$ cat src/rtl/if_fetch.sv
// Instruction fetch stage: PC register, redirect/stall handling and the IF/ID pipeline register.
// Optional fetch range/alignment checking is enabled by defining IF_ADDR_CHECK_EN.
module if_fetch (
  input  logic        clk,
  input  logic        reset,
  input  logic        stall,
  input  logic        br_taken,
  input  logic [31:0] br_target,
  input  logic        ifid_flush,
  output logic [31:0] im_addr,
  input  logic [31:0] im_data,
  output logic [31:0] ifid_instr,
  output logic [31:0] ifid_pc,
  output logic [31:0] ifid_pc8,
  output logic        ifid_valid,
  output logic        addr_err
);

  localparam logic [31:0] PC_RESET = 32'h0000_3000;

  logic [31:0] pc;

  assign im_addr = pc;

  // A taken branch only retargets the PC; the word already in IF is the delay slot.
  always_ff @(posedge clk) begin
    if (!reset)        pc <= PC_RESET;
    else if (!stall) begin
      if (br_taken)    pc <= {br_target[31:2], 2'b00};
      else             pc <= pc + 32'd4;
    end
  end

`ifdef IF_ADDR_CHECK_EN
  logic bad_addr;
  logic err_q;

  assign bad_addr = (pc < 32'h0000_3000) || (pc > 32'h0000_4FFC) || (pc[1:0] != 2'b00);
  assign addr_err = err_q;

  always_ff @(posedge clk) begin
    if (!reset)                                 err_q <= 1'b0;
    else if (!ifid_flush && !stall && bad_addr) err_q <= 1'b1;
  end
`else
  assign addr_err = 1'b0;
`endif

  // Flush beats stall here, while the PC still honours the stall.
  always_ff @(posedge clk) begin
    if (!reset) begin
      ifid_instr <= 32'h0;
      ifid_pc    <= 32'h0;
      ifid_pc8   <= 32'h0;
      ifid_valid <= 1'b0;
    end else if (ifid_flush) begin
      ifid_instr <= 32'h0;
      ifid_valid <= 1'b0;
    end else if (!stall) begin
`ifdef IF_ADDR_CHECK_EN
      ifid_instr <= bad_addr ? 32'h0 : im_data;
`else
      ifid_instr <= im_data;
`endif
      ifid_pc    <= pc;
      ifid_pc8   <= pc + 32'd8;
      ifid_valid <= 1'b1;
    end
  end

endmodule

$ cat config.mk
export PLATFORM = sky130hd
export DESIGN_NAME = if_fetch
export DESIGN_NICKNAME = d
export VERILOG_FILES = /design/src/rtl/if_fetch.sv
export SDC_FILE = /design/constraint.sdc
export NUM_CORES = 1
export LEC_CHECK = 0
export CAP_MARGIN = 5
export CORE_MARGIN = 2
export CORE_UTILIZATION = 35
export DETAILED_ROUTE_END_ITERATION = 10
export GPL_ROUTABILITY_DRIVEN = 0
export PLACE_DENSITY_LB_ADDON = 0.3
export SLEW_MARGIN = 15
export SYNTH_ARGS = -nofsm -noshare
export SYNTH_HDL_FRONTEND = slang
export SYNTH_SLANG_ARGS = --single-unit
$ cat constraint.sdc
create_clock -name clk -period 6.5 [get_ports clk]
set_input_delay 1.3 -clock clk [delete_from_list [all_inputs] [get_ports clk]]
set_output_delay 1.3 -clock clk [all_outputs]
set_load 0.1 [all_outputs]
## After elaboration in Yosys (flattened, before gate mapping)

Cells that the tools add are included.

- Flip-flop bits (word level): 129
- Output and inout bits: 130

- Reductions and logical operators: 2
- $add $sub $neg: 2
- Multiplexer cells: 1
- Bitwise gates (word level): 3

Operators by type and width:

| kind | number |
|---|---|
| $add 32x3->32 const B | 1 |
| $add 32x4->32 const B | 1 |
| $mux 32 | 1 |
| $not 1->1 | 3 |
| $reduce_and 2->1 | 1 |
| $reduce_or 2->1 | 1 |

## Longest topological paths before layout

- Depth in word-level cells: 2
- Gate-level depth with buffers: 7
- Gate-level depth less buffers: 5

## Worst setup path before layout

OpenSTA, ideal clock, no wires.

- Path type: register to register
- From: register pc[3], in the netlist im_addr[3]
- To: register ifid_pc8[31]
- Path slack: 3.625 ns
- Arrival time: 2.800 ns
- Data required time: 6.425 ns
- Path buffers: 1
- Cell stages (with the launch flop): 7
- Cell sequence: dfxtp_1 -> ha_1 -> nand3_4 -> or3_1 -> buf_2 -> or4_1 -> a31oi_1

- Cells in the longest elaborated chain, start to end: 1

RTL lines:

| what | RTL line | text |
|---|---|---|
| start: declaration | 21 | `logic [31:0] pc;` |
| start signal: assignment | 29 | `if (br_taken) pc <= {br_target[31:2], 2'b00};` |
| start signal: assignment | 30 | `else pc <= pc + 32'd4;` |
| $add 32x4->32 | 66 | `ifid_pc8 <= pc + 32'd8;` |
| end signal: assignment | 66 |  |
| end: declaration | 14 | `output logic [31:0] ifid_pc8,` |

No other way between the ends.
A chain may end at the register's enable or synchronous reset.

## Worst setup path in the final report

- From: register pc[7], in the netlist im_addr[7]
- To: output port im_addr[7]

RTL lines:

| what | RTL line | text |
|---|---|---|
| end: declaration | 10 | `output logic [31:0] im_addr,` |

No word-level cell between the ends.

==> impl_metrics.py <==
metrics = {
    "cts": {
        "path_clk_slew_ps": 60,
        "cts_setup_buffers": 0,
        "root_buffer": "clkbuf_16",
        "clkLatencyLatePin_ps": 420,
        "clock_sinks": 122,
        "cts_tree": "yes",
        "numCtsBuffers": 17,
        "cts_buffer_depth": 2,
        "hold_buffers": 0,
        "htreeDepth": 4,
        "post_cts_resized": 0,
    },
    "placed_design": {
        "io_buffers": 189,
        "dp_slack_ps": 2720,
        "dpl.hpwl_mm": 12.5,
        "place_inst": 1051,
    },
    "synthesis": {
        "synth_top_area_cell": "dfxtp_1",
        "synth_enable_flop_cells": 0,
        "seq_area_frac_synth_pct": 42.0,
        "ys_top_cells_by_count": "dfxtp_1 (122), nand2_1 (95), nor2_1 (66), a21oi_1 (53), o21ai_0 (46)",
        "synth_top_area_share_pct": 42.0,
        "yosysMostFrequentCell": "dfxtp_1",
        "ys_ff_latch": 122,
        "yosysWarnings": 0,
        "yosys_most_used_dff": "dfxtp_1",
        "ys_top_cells_by_area": "dfxtp_1 (42%), nand2_1 (6.1%), mux2i_1 (5.8%)",
        "synthArstFlopShare_pct": 0,
        "ys_types": 55,
        "syn_avg_cell_area_um2": 8.20,
        "synth_area_um2": 5820,
        "synthCells": 710,
    },
    "critical_path": {
        "path_buf_inv": 1,
        "r2r-end": "ifid_pc8[22]",
        "path_delay_family": "buffers and inverters",
        "worst-path-stages": 1,
        "crit_chain": "clkdlybuf4s50_1",
        "critPathLaunchType": "flip-flop",
        "endpoint_kind": "output pin",
        "r2r_slack_ps": 3790,
        "worst_path_max_delay_cell": "clkdlybuf4s50_1",
        "slowest_delay_ps": 1250,
        "critPathKind": "flip-flop to output pin",
        "required_ps": 5200,
        "crit_fanout": 16,
        "reg2reg_depth": 4,
        "r2r-start": "im_addr[5]",
        "arrival_ps": 2410,
    },
    "power": {
        "p_switching_uw": 755,
        "power.leakage_uw": 0.00289,
        "p_clk_share_pct": 45.2,
        "irDropWorstVdd_v": 0.000186,
        "powerDensity_nw_per_um2": 288,
        "p_seq_share_pct": 34.5,
        "p_sw_share_pct": 31.4,
        "power.internal_uw": 1650,
        "p_total_uw": 2410,
        "p_comb_share_pct": 20.3,
    },
    "floorplanning": {
        "dieArea_um2": 17700,
        "num_rows": 47,
        "die_w_um": 133,
        "ios": 199,
        "core-area_um2": 16400,
        "dieHeight_um": 133,
        "initial_core_util_pct": 35.5,
    },
    "cells_and_area": {
        "nets": 921,
        "layout-drive-gt1-share_pct": 5.79,
        "syn_to_final_growth_pct": 43.3,
        "num_antenna_cells": 0,
        "fin_cells": 1083,
    },
    "sta": {
        "skew_ps": 8.00,
        "hold_viol": 0,
        "setup_ws_ps": 2790,
        "finalWorstPathRequiredPeriod_ps": 3710,
        "setup-tns-final_ps": 0,
        "hold_ws_ps": 449,
        "period_share_pct": 57.0,
        "fmax_mhz": 270,
        "relSlewSlack_pct": 29.5,
        "maxSlewViolCount": 0,
        "rsz0062_at_grt": "no",
        "setup_viol": 0,
        "worstMarginPinSlew_ps": 1050,
    },
    "outcome": {
        "status": "finished, final reports clean",
    },
    "grt": {
        "grt_pass1_vias": 5451,
        "track_usage_pct": 21.6,
        "grt_start_max_net_pins": 86,
        "grt_overflow": 0,
        "antenna_found_initial": 0,
        "grt_pass1_wl_mm": 30.2,
    },
    "route": {
        "drc": 0,
        "vias_per_cell": 5.31,
        "wl_mm": 18.7,
        "wire_per_inst_um": 17.3,
        "vias": 5747,
        "firstDrtPassIters": 5,
        "drt_iter0_drc": 440,
        "ant_nets": 0,
    },
    "min_path": {
        "min_path_cells": 2,
        "min-delay-start": "ifid_valid",
        "hold_class": "flip-flop to flip-flop",
        "min_delay_worst_endpoint": "ifid_valid",
    },
    "flow_run": {
        "drv_cap": 0,
    },
}
==> stage by stage <==
stage	cell area, µm²	util, %
floorplan	5840	-
finish	8340	50.9
global route	8340	50.9
CTS	8340	50.9
detailed placement	7670	46.7
global placement	7670	46.7
==> worst max-delay path by stage <==
stage / startpoint / endpoint
finish: im_addr[7] / im_addr[7]
global placement: br_taken / im_addr[7]
detailed placement: br_taken / im_addr[7]
floorplan: im_addr[3] / ifid_pc8[31]
CTS: im_addr[7] / im_addr[7]
global route: im_addr[7] / im_addr[7]
==> layout by cell type (no fill, tap or decap), types with 3 or more instances in the layout <==
cell | Yosys | layout
clkbuf_16 | 0 | 17
or3_1 | 15 | 15
nor4_1 | 5 | 5
buf_4 | 16 | 5
nand3_1 | 11 | 11
nand4_2 | 3 | 3
nand2_1 | 95 | 95
mux2i_1 | 34 | 34
a31oi_1 | 21 | 21
nand4_1 | 16 | 16
nor2_1 | 66 | 65
dfxtp_1 | 122 | 122
nand2b_1 | 5 | 5
clkinv_2 | 0 | 3
bufinv_16 | 0 | 6
or4_1 | 15 | 15
o31ai_1 | 9 | 9
a211oi_1 | 11 | 11
o31a_1 | 3 | 3
xor2_1 | 7 | 7
o21a_1 | 3 | 3
inv_1 | 7 | 6
a311oi_1 | 8 | 8
and4_1 | 9 | 9
xnor2_1 | 3 | 3
o22ai_1 | 3 | 3
clkdlybuf4s50_1 | 0 | 188
conb_1 | 1 | 7
o211ai_1 | 5 | 5
nor3_1 | 13 | 13
a22oi_1 | 10 | 10
a21oi_1 | 53 | 53
o21ai_0 | 46 | 46
and2_1 | 4 | 4
==> power by group through the flow <==
stage / Sequential [µW] / Clock, µW / Combinational, µW
final: 830 / 1090 / 488
after global placement: 844 / 0 / 487
after global routing: 836 / 1140 / 512
after floorplan: 1060 / 0 / 143
after CTS: 829 / 1110 / 489
after detailed placement: 845 / 0 / 488
==> layout make-up <==
class	count	area, µm²
inverters	8	30.0
flip-flops and latches	122	2440
multi-input cells	507	3000
clock inverters	12	219
clock buffers	20	457
well taps	220	275
repair buffers	194	1920
fillers	1545	8060
==> logic make-up after synthesis <==
kind of cell | synth area share, %
and+or+nand+nor | 23.5
AOI/OAI and AO/OA | 19.6
DFF | 42.0
buffers and inverters | 7.09
muxes | 5.85
xor gates and xnor gates | 1.50
adders and majority gates | 0.430
other | 0.0644
==> worst register-to-register path: cells and delay by family, from the launching register on <==
family,cells,cell delay (ps)
AO/OA/AOI/OAI,1,260
flip-flops,1,700
AND/OR/NAND/NOR,3,1660
==> flip-flops by register name (all words and copies together), names as in the netlist <==
signal and count:
ifid_instr 32, im_addr 30, ifid_valid 1, ifid_pc 30
ifid_pc8 29
==> layer usage <==
layer	up-vias	GRT usage, %	wire, µm
met4	0	7.59	291
met1	2654	29.3	8290
met3	22	7.89	1920
met2	242	31.7	8230
met5	-	0	0
li1	2829	-	-
Power figures use the tool's default switching activity.
